==> src/rtl/pow2_clock_div_ctrl.sv <==
// rtl/pow2_clock_div_ctrl.sv - runtime power-of-two clock-enable generator with boundary-aligned ratio changes
// Optional clock gating is enabled by defining POW2_DIV_CTRL_GATE_EN.
module pow2_clock_div_ctrl #(
    parameter int MAX_LOG2   = 4,
    parameter int RESET_LOG2 = 2,
    parameter int LOG2_W     = $clog2(MAX_LOG2 + 1)
) (
    input  logic              clock,
    input  logic              reset,
    input  logic              io_cfg_valid,
    input  logic [LOG2_W-1:0] io_cfg_log2,
    output logic              io_cfg_ready,
    output logic              io_clk_en,
    output logic              io_phase,
    output logic [LOG2_W-1:0] io_cur_log2,
    output logic              io_busy,
`ifdef POW2_DIV_CTRL_GATE_EN
    input  logic              io_gate_req,
    output logic              io_gated,
`endif
    output logic              io_cfg_clamped
);

    localparam logic [LOG2_W-1:0] MAX_K = LOG2_W'(MAX_LOG2);
    localparam logic [LOG2_W-1:0] RST_K = LOG2_W'(RESET_LOG2);

`ifdef POW2_DIV_CTRL_GATE_EN
    typedef enum logic [1:0] {RUN, PEND, GATED} state_t;
`else
    typedef enum logic [0:0] {RUN, PEND} state_t;
`endif

    state_t                state;
    logic [MAX_LOG2-1:0]   cnt;
    logic [MAX_LOG2-1:0]   mask;
    logic [LOG2_W-1:0]     cur;
    logic [LOG2_W-1:0]     nxt;
    logic [LOG2_W-1:0]     req_k;
    logic                  req_over;
    logic                  clamped;
    logic                  tc;
    logic                  phase_lvl;
    logic                  accept;
    logic                  gated;

    // Counter bits at or above cur stay zero, so tc is an exact compare to the mask.
    always_comb begin
        mask = '0;
        for (int i = 0; i < MAX_LOG2; i++) begin
            if (LOG2_W'(i) < cur) mask[i] = 1'b1;
        end
    end

    always_comb begin
        phase_lvl = 1'b1;
        for (int i = 0; i < MAX_LOG2; i++) begin
            if (cur == LOG2_W'(i + 1)) phase_lvl = ~cnt[i];
        end
    end

    assign tc       = (cnt == mask);
    assign req_over = (io_cfg_log2 > MAX_K);
    assign req_k    = req_over ? MAX_K : io_cfg_log2;
    assign accept   = io_cfg_valid && io_cfg_ready;

`ifdef POW2_DIV_CTRL_GATE_EN
    assign gated    = (state == GATED);
    assign io_gated = gated;
`else
    assign gated    = 1'b0;
`endif

    assign io_cfg_ready   = (state == RUN);
    assign io_busy        = (state == PEND);
    assign io_clk_en      = tc && !gated;
    assign io_phase       = phase_lvl && !gated;
    assign io_cur_log2    = cur;
    assign io_cfg_clamped = clamped;

    always_ff @(posedge clock or posedge reset) begin
        if (reset) begin
            cnt     <= '0;
            cur     <= RST_K;
            nxt     <= RST_K;
            state   <= RUN;
            clamped <= 1'b0;
        end else begin
            cnt <= tc ? '0 : cnt + 1'b1;
            if (accept && req_over) clamped <= 1'b1;
            case (state)
                RUN: begin
                    if (accept && (req_k != cur)) begin
                        nxt   <= req_k;
                        state <= PEND;
                    end
`ifdef POW2_DIV_CTRL_GATE_EN
                    else if (io_gate_req && tc) begin
                        cnt   <= '0;
                        state <= GATED;
                    end
`endif
                end
                PEND: begin
                    // tc also wraps cnt to 0, so the new ratio starts a clean period.
                    if (tc) begin
                        cur   <= nxt;
                        state <= RUN;
                    end
                end
`ifdef POW2_DIV_CTRL_GATE_EN
                GATED: begin
                    cnt <= '0;
                    if (!io_gate_req) state <= RUN;
                end
`endif
                default: state <= RUN;
            endcase
        end
    end

endmodule

==> config.mk <==
export PLATFORM = sky130hd
export DESIGN_NAME = pow2_clock_div_ctrl
export DESIGN_NICKNAME = d
export VERILOG_FILES = /design/src/rtl/pow2_clock_div_ctrl.sv
export SDC_FILE = /design/constraint.sdc
export NUM_CORES = 1
export LEC_CHECK = 0
export ABC_AREA = 1
export BUFFER_PORTS_ARGS = -buffer_cell sky130_fd_sc_hd__clkbuf_2
export CAP_MARGIN = 25
export CORE_UTILIZATION = 53
export DETAILED_ROUTE_END_ITERATION = 10
export PLACE_DENSITY = 0.8
export SLEW_MARGIN = 10
export SYNTH_ARGS = -nofsm -noshare
export SYNTH_HDL_FRONTEND = slang
export SYNTH_SLANG_ARGS = --single-unit
==> constraint.sdc <==
create_clock -name clock -period 1.7 [get_ports clock]
set_clock_uncertainty 0.15 [all_clocks]
set_input_delay 0.255 -clock clock [delete_from_list [all_inputs] [get_ports clock]]
set_output_delay 0.255 -clock clock [all_outputs]
set_load 0.01 [all_outputs]
### Word-level counts from Yosys, hierarchy flattened

Cells that the tools add are included.

* register bits: 12
* input bits: 6
* output and inout bits: 8
* word-level logic and storage cells: 40

* $add $sub $neg: 1
* $lt $le $gt $ge: 5
* equal/unequal tests: 6
* muxes and demuxes: 13
* bitwise operators: 5
* reduce and logical (&&, ||, !) cells: 5

Operators by type and width (count)
* $mux W1: 10
* $eq A3 B2 Y1 const B: 2
* $lt A1 B3 Y1 const A: 2
* $lt A2 B3 Y1 const A: 2
* $not A1 Y1: 5
* $add A4 B1 Y4 const B: 1
* $eq A4 B4 Y1: 1
* $mux W4: 1
* $reduce_and A2 Y1: 2
* $eq A3 B1 Y1 const B: 1
* $eq A3 B3 Y1 const B: 1
* $gt A3 B3 Y1 const B: 1
* $logic_and A1 B1 Y1: 3
* $mux W3: 1
* $ne A3 B3 Y1: 1
* $pmux W1 S2: 1

### Logic depth before layout (Yosys ltp)

* word-level depth: 6
* depth in mapped cells: 9
* depth with buffers taken out: 8

### Worst setup path before layout

No wires, ideal clock.

* path kind: flip-flop to output port
* from: register cur[1], in the netlist io_cur_log2[1]
* to: output io_phase
* arrival time: 1155 ps
* data required time: 1295 ps
* slack: 140 ps
* stages on the path, launching flop included: 6
* buffers on the path: 1
* path through: dfstp_2 buf_6 inv_1 nor4_1 a21oi_1 a21oi_1

* longest elaborated chain between the ends: 5
* elaborated cells on any way between the ends: 8
* those cells by class: 4 x eq/ne; 4 x mux

RTL lines
* start, declared: line 36 `logic [LOG2_W-1:0] cur;`
* start signal, assigned: line 106 `cur <= nxt;`
* $eq A3 B1 Y1: line 57 `if (cur == LOG2_W'(i + 1)) phase_lvl = ~cnt[i];`
* $mux W1 (3 in series): line 57
* $mux W1 (*): line 57
* end, declared: line 14 `output logic io_phase,`

Every way passes the cells marked *; elsewhere a longest branch is shown, timed or not.

### Final worst setup path

* from: register cur[0], in the netlist io_cur_log2[0]
* to: output io_clk_en

* longest elaborated chain between the ends: 3
* elaborated cells on any way between the ends: 9
* those cells by class: 4 x order compare; 1 x eq/ne; 4 x mux

RTL lines
* $lt A1 B3 Y1 or $lt A2 B3 Y1 (tied branches): line 50 `if (LOG2_W'(i) < cur) mask[i] = 1'b1;`
* $mux W1: line 50
* $eq A4 B4 Y1 (*): line 61 `assign tc = (cnt == mask);`
* end, declared: line 13 `output logic io_clk_en,`

Marks and branches as above.

==> results.tsv <==
stage	metric	value	unit
outcome	outcome	finished, violations left	
outcome	failing checks	setup timing	
sta	Relative slew margins	68.45	%
route	final WL	1850	microns
logic_synthesis	synth warn	0	
logic_synthesis	Commonest cells post-synth	nand2_1 (36), dfrtp_1 (10), inv_1 (10)	
final_layout	Area Growth Syn to Fin	21.86	%
sta	fin crit share	111.9	%
setup_path	Worst setup EP type	output port	
placed_design	placed insts	135	
route	Pre-antenna DRT Iters	4	
die	die area	1661	sq um
placed_design	Post-DP HPWL	1294	microns
die	Die H	40.75	microns
clocking	Clk pin slew, worst setup/hold paths	0.08	ns
clocking	Root Driver	clkbuf_4	
logic_synthesis	count leader, synth	nand2_1	
clocking	CTS H-tree lvls	1	
logic_synthesis	area leader, netlist	dfrtp_1	
die	Initial Utilization	58.94	%
final_layout	nets	137	
logic_synthesis	cell area after synthesis	795.8	sq um
route	DRC	0	
final_layout	share of cells above drive strength 1	33.59	%
clocking	# clock sinks	12	
logic_synthesis	Mapped Nets	113	
die	I/O pins	14	
logic_synthesis	Post-synth EDFFs	0	
setup_path	WS Path Type	flop to output port	
pwr	Power Density	2001	nW/um^2
placed_design	Placer Congestion	0.9448	
sta	f_max	525.9	MHz
sta	min cycle time layout	1.902	ns
pwr	maximum VDD drop	1181	uV
logic_synthesis	Netlist cell types	28	
placed_design	port buffer count	13	
global_routing	largest net degree at the start of global routing	13	
die	Horiz. Die Dim	40.75	microns
run	Max Cap Viol	0	
final_layout	fill cell count	113	
sta	fin. max-slew vios	0	
global_routing	GR Overflow Total	0	
route	Detail Route Antenna Nets	0	
setup_path	crit path max fanout	8	
sta	Finish-stage setup viols	3	
logic_synthesis	syn_area_per_cell	7.507	sq um
sta	setup TNS	-0.3787	ns
logic_synthesis	Seq cells post-synth	12	
setup_path	CP arrival	1.50	ns
clocking	CTS tree	done	
route	1st-iter DRT viols	46	
final_layout	fin cells	143	
sta	RSZ-0062 raised after global routing	true	
final_layout	Ant. Diodes	0	
global_routing	All-Layer GR Usage	25.48	%
die	core area	1350	sq um
sta	setup slack after layout	-0.2016	ns
route	routed len/inst	12.94	microns
final_layout	fin util	71.83	%
logic_synthesis	ys async rst share	100.0	%
logic_synthesis	Cells after Synth	106	
die	Std-Cell Rows	13	
min_path	Hold Crit Class	primary input to flop	
logic_synthesis	top cell type's share of synthesized area	31.45	%
setup_path	R2R Setup Slk	0.03	ns
global_routing	via count of the first global-routing pass	663	
logic_synthesis	Main synth FF type	dfrtp_1	
pwr	Pwr Total	1940	uW
route	vias per cell	5.594	
global_routing	first-pass GRT wire length	2766	microns
logic_synthesis	synth top area cells	dfrtp_1 (31%), nand2_1 (17%), dfstp_2 (6.6%), nand3_1 (5.7%), nor2_8 (5.0%)	
global_routing	initial antenna violation count	0	
route	via count	800	
clocking	clk_lat worst skew	0.27	ns
sta	Hold Vio Cnt, Final	0	
setup_path	crit path launch type	flop	
clocking	CTS buffer count	3	
logic_synthesis	post-synthesis sequential area ratio	38.05	%
clocking	Max Buffers Root-to-Sink	2	
sta	Least-Margin Pin Slew	0.4728	ns
pwr	Pleak	0.0005282	uW
setup_path	Req. time, crit path	1.29	ns
[critical path, stage by stage (launching register included)]
cell	delay (ns)
dfrtp_2	0.46
inv_1	0.15
nand2_1	0.10
nand2_1	0.06
nand2_1	0.08
nand3_2	0.12
nor2_8	0.11
clkbuf_2	0.13
[per-layer routing]
metal	wire [microns]	up-vias	global-route usage [%]	share of wire, %
li1	-	387	-	-
met1	843	365	35.45	46
met2	849	44	39.68	46
met3	136	4	3.261	7.4
met4	21	0	10.00	1.1
met5	0	-	0	0
[sequential cells by signal, indices dropped and copies added (netlist names)]
name / count
cnt: 4
io_cur_log2: 3
nxt: 3
io_busy: 1
io_cfg_clamped: 1
[power breakdown]
| part | internal (uW) | switching [uW] | total, uW |
|---|---|---|---|
| logic | 469 | 627 | 1100 |
| clock network | 82.0 | 99.3 | 181 |
| registers | 428 | 234 | 663 |
[final timing paths]
check,start,to,cells after the start
worst max-delay path,io_cur_log2[0],io_clk_en,7
worst min-delay path,io_cfg_valid,io_cfg_clamped,3
worst max register to register,io_cur_log2[1],io_busy,7
worst min register to register,nxt[1],nxt[1],2
max in group asynchronous,reset,io_cur_log2[2],3
min in group asynchronous,reset,io_cur_log2[0],3
[cell usage in the layout (no fill, tap or decap), types with 2 or more instances in the layout]
cell,synthesis,layout
a21oi_1,3,3
buf_4,1,7
clkbuf_2,0,12
clkbuf_4,0,3
dfrtp_1,10,8
dfrtp_2,0,2
dfstp_2,2,2
inv_1,10,9
inv_2,3,4
nand2_1,36,35
nand2_2,1,2
nand3_1,9,9
nor2_1,7,7
nor2_8,2,2
o21ai_0,4,4
xor2_1,2,2
[repair_timing]
| action | in CTS | in global routing |
|---|---|---|
| pin swaps | 1 | 3 |
| endpoints found under the hold margin | 10 | 0 |
| resized for setup | 5 | 4 |
| hold buffers | 1 | 0 |
| buffers inserted | 2 | 2 |
| setup endpoints to repair | 2 | 7 |
[per-stage QoR]
| stage | hold slack, ns | setup WS, ns | area, sq um |
|---|---|---|---|
| 2_1_floorplan | -0.03173 | 0.1400 | 795.8 |
| 3_3_place_gp | 0.1113 | 0.04756 | 879.6 |
| 3_5_place_dp | 0.1414 | 0.01276 | 879.6 |
| 4_1_cts | 0.1045 | -0.1909 | 939.7 |
| 5_1_grt | 0.1324 | -0.2695 | 969.7 |
| 6_report | 0.1014 | -0.2016 | 969.7 |
[final cells by class]
class / instances / area (sq um) / share of cell area (%)
clock buffer: 3 / 22.52 / 2.323
timing repair buffer: 22 / 138.9 / 14.32
inverter: 14 / 55.05 / 5.677
tap: 15 / 18.77 / 1.935
multi-input combinational: 77 / 429.2 / 44.26
sequential: 12 / 305.3 / 31.48
[logic make-up (layout without fill, tap and decap cells)]
| family | Yosys count | in the layout | synth area share [%] |
|---|---|---|---|
| simple gates | 62 | 62 | 38.37 |
| buf+inv | 17 | 39 | 10.69 |
| flops | 12 | 12 | 38.05 |
| compound gates | 11 | 11 | 8.019 |
| xor+xnor | 3 | 3 | 3.302 |
| fa+ha+maj | 1 | 1 | 1.572 |
No activity file was read; power rests on OpenSTA's default activity.
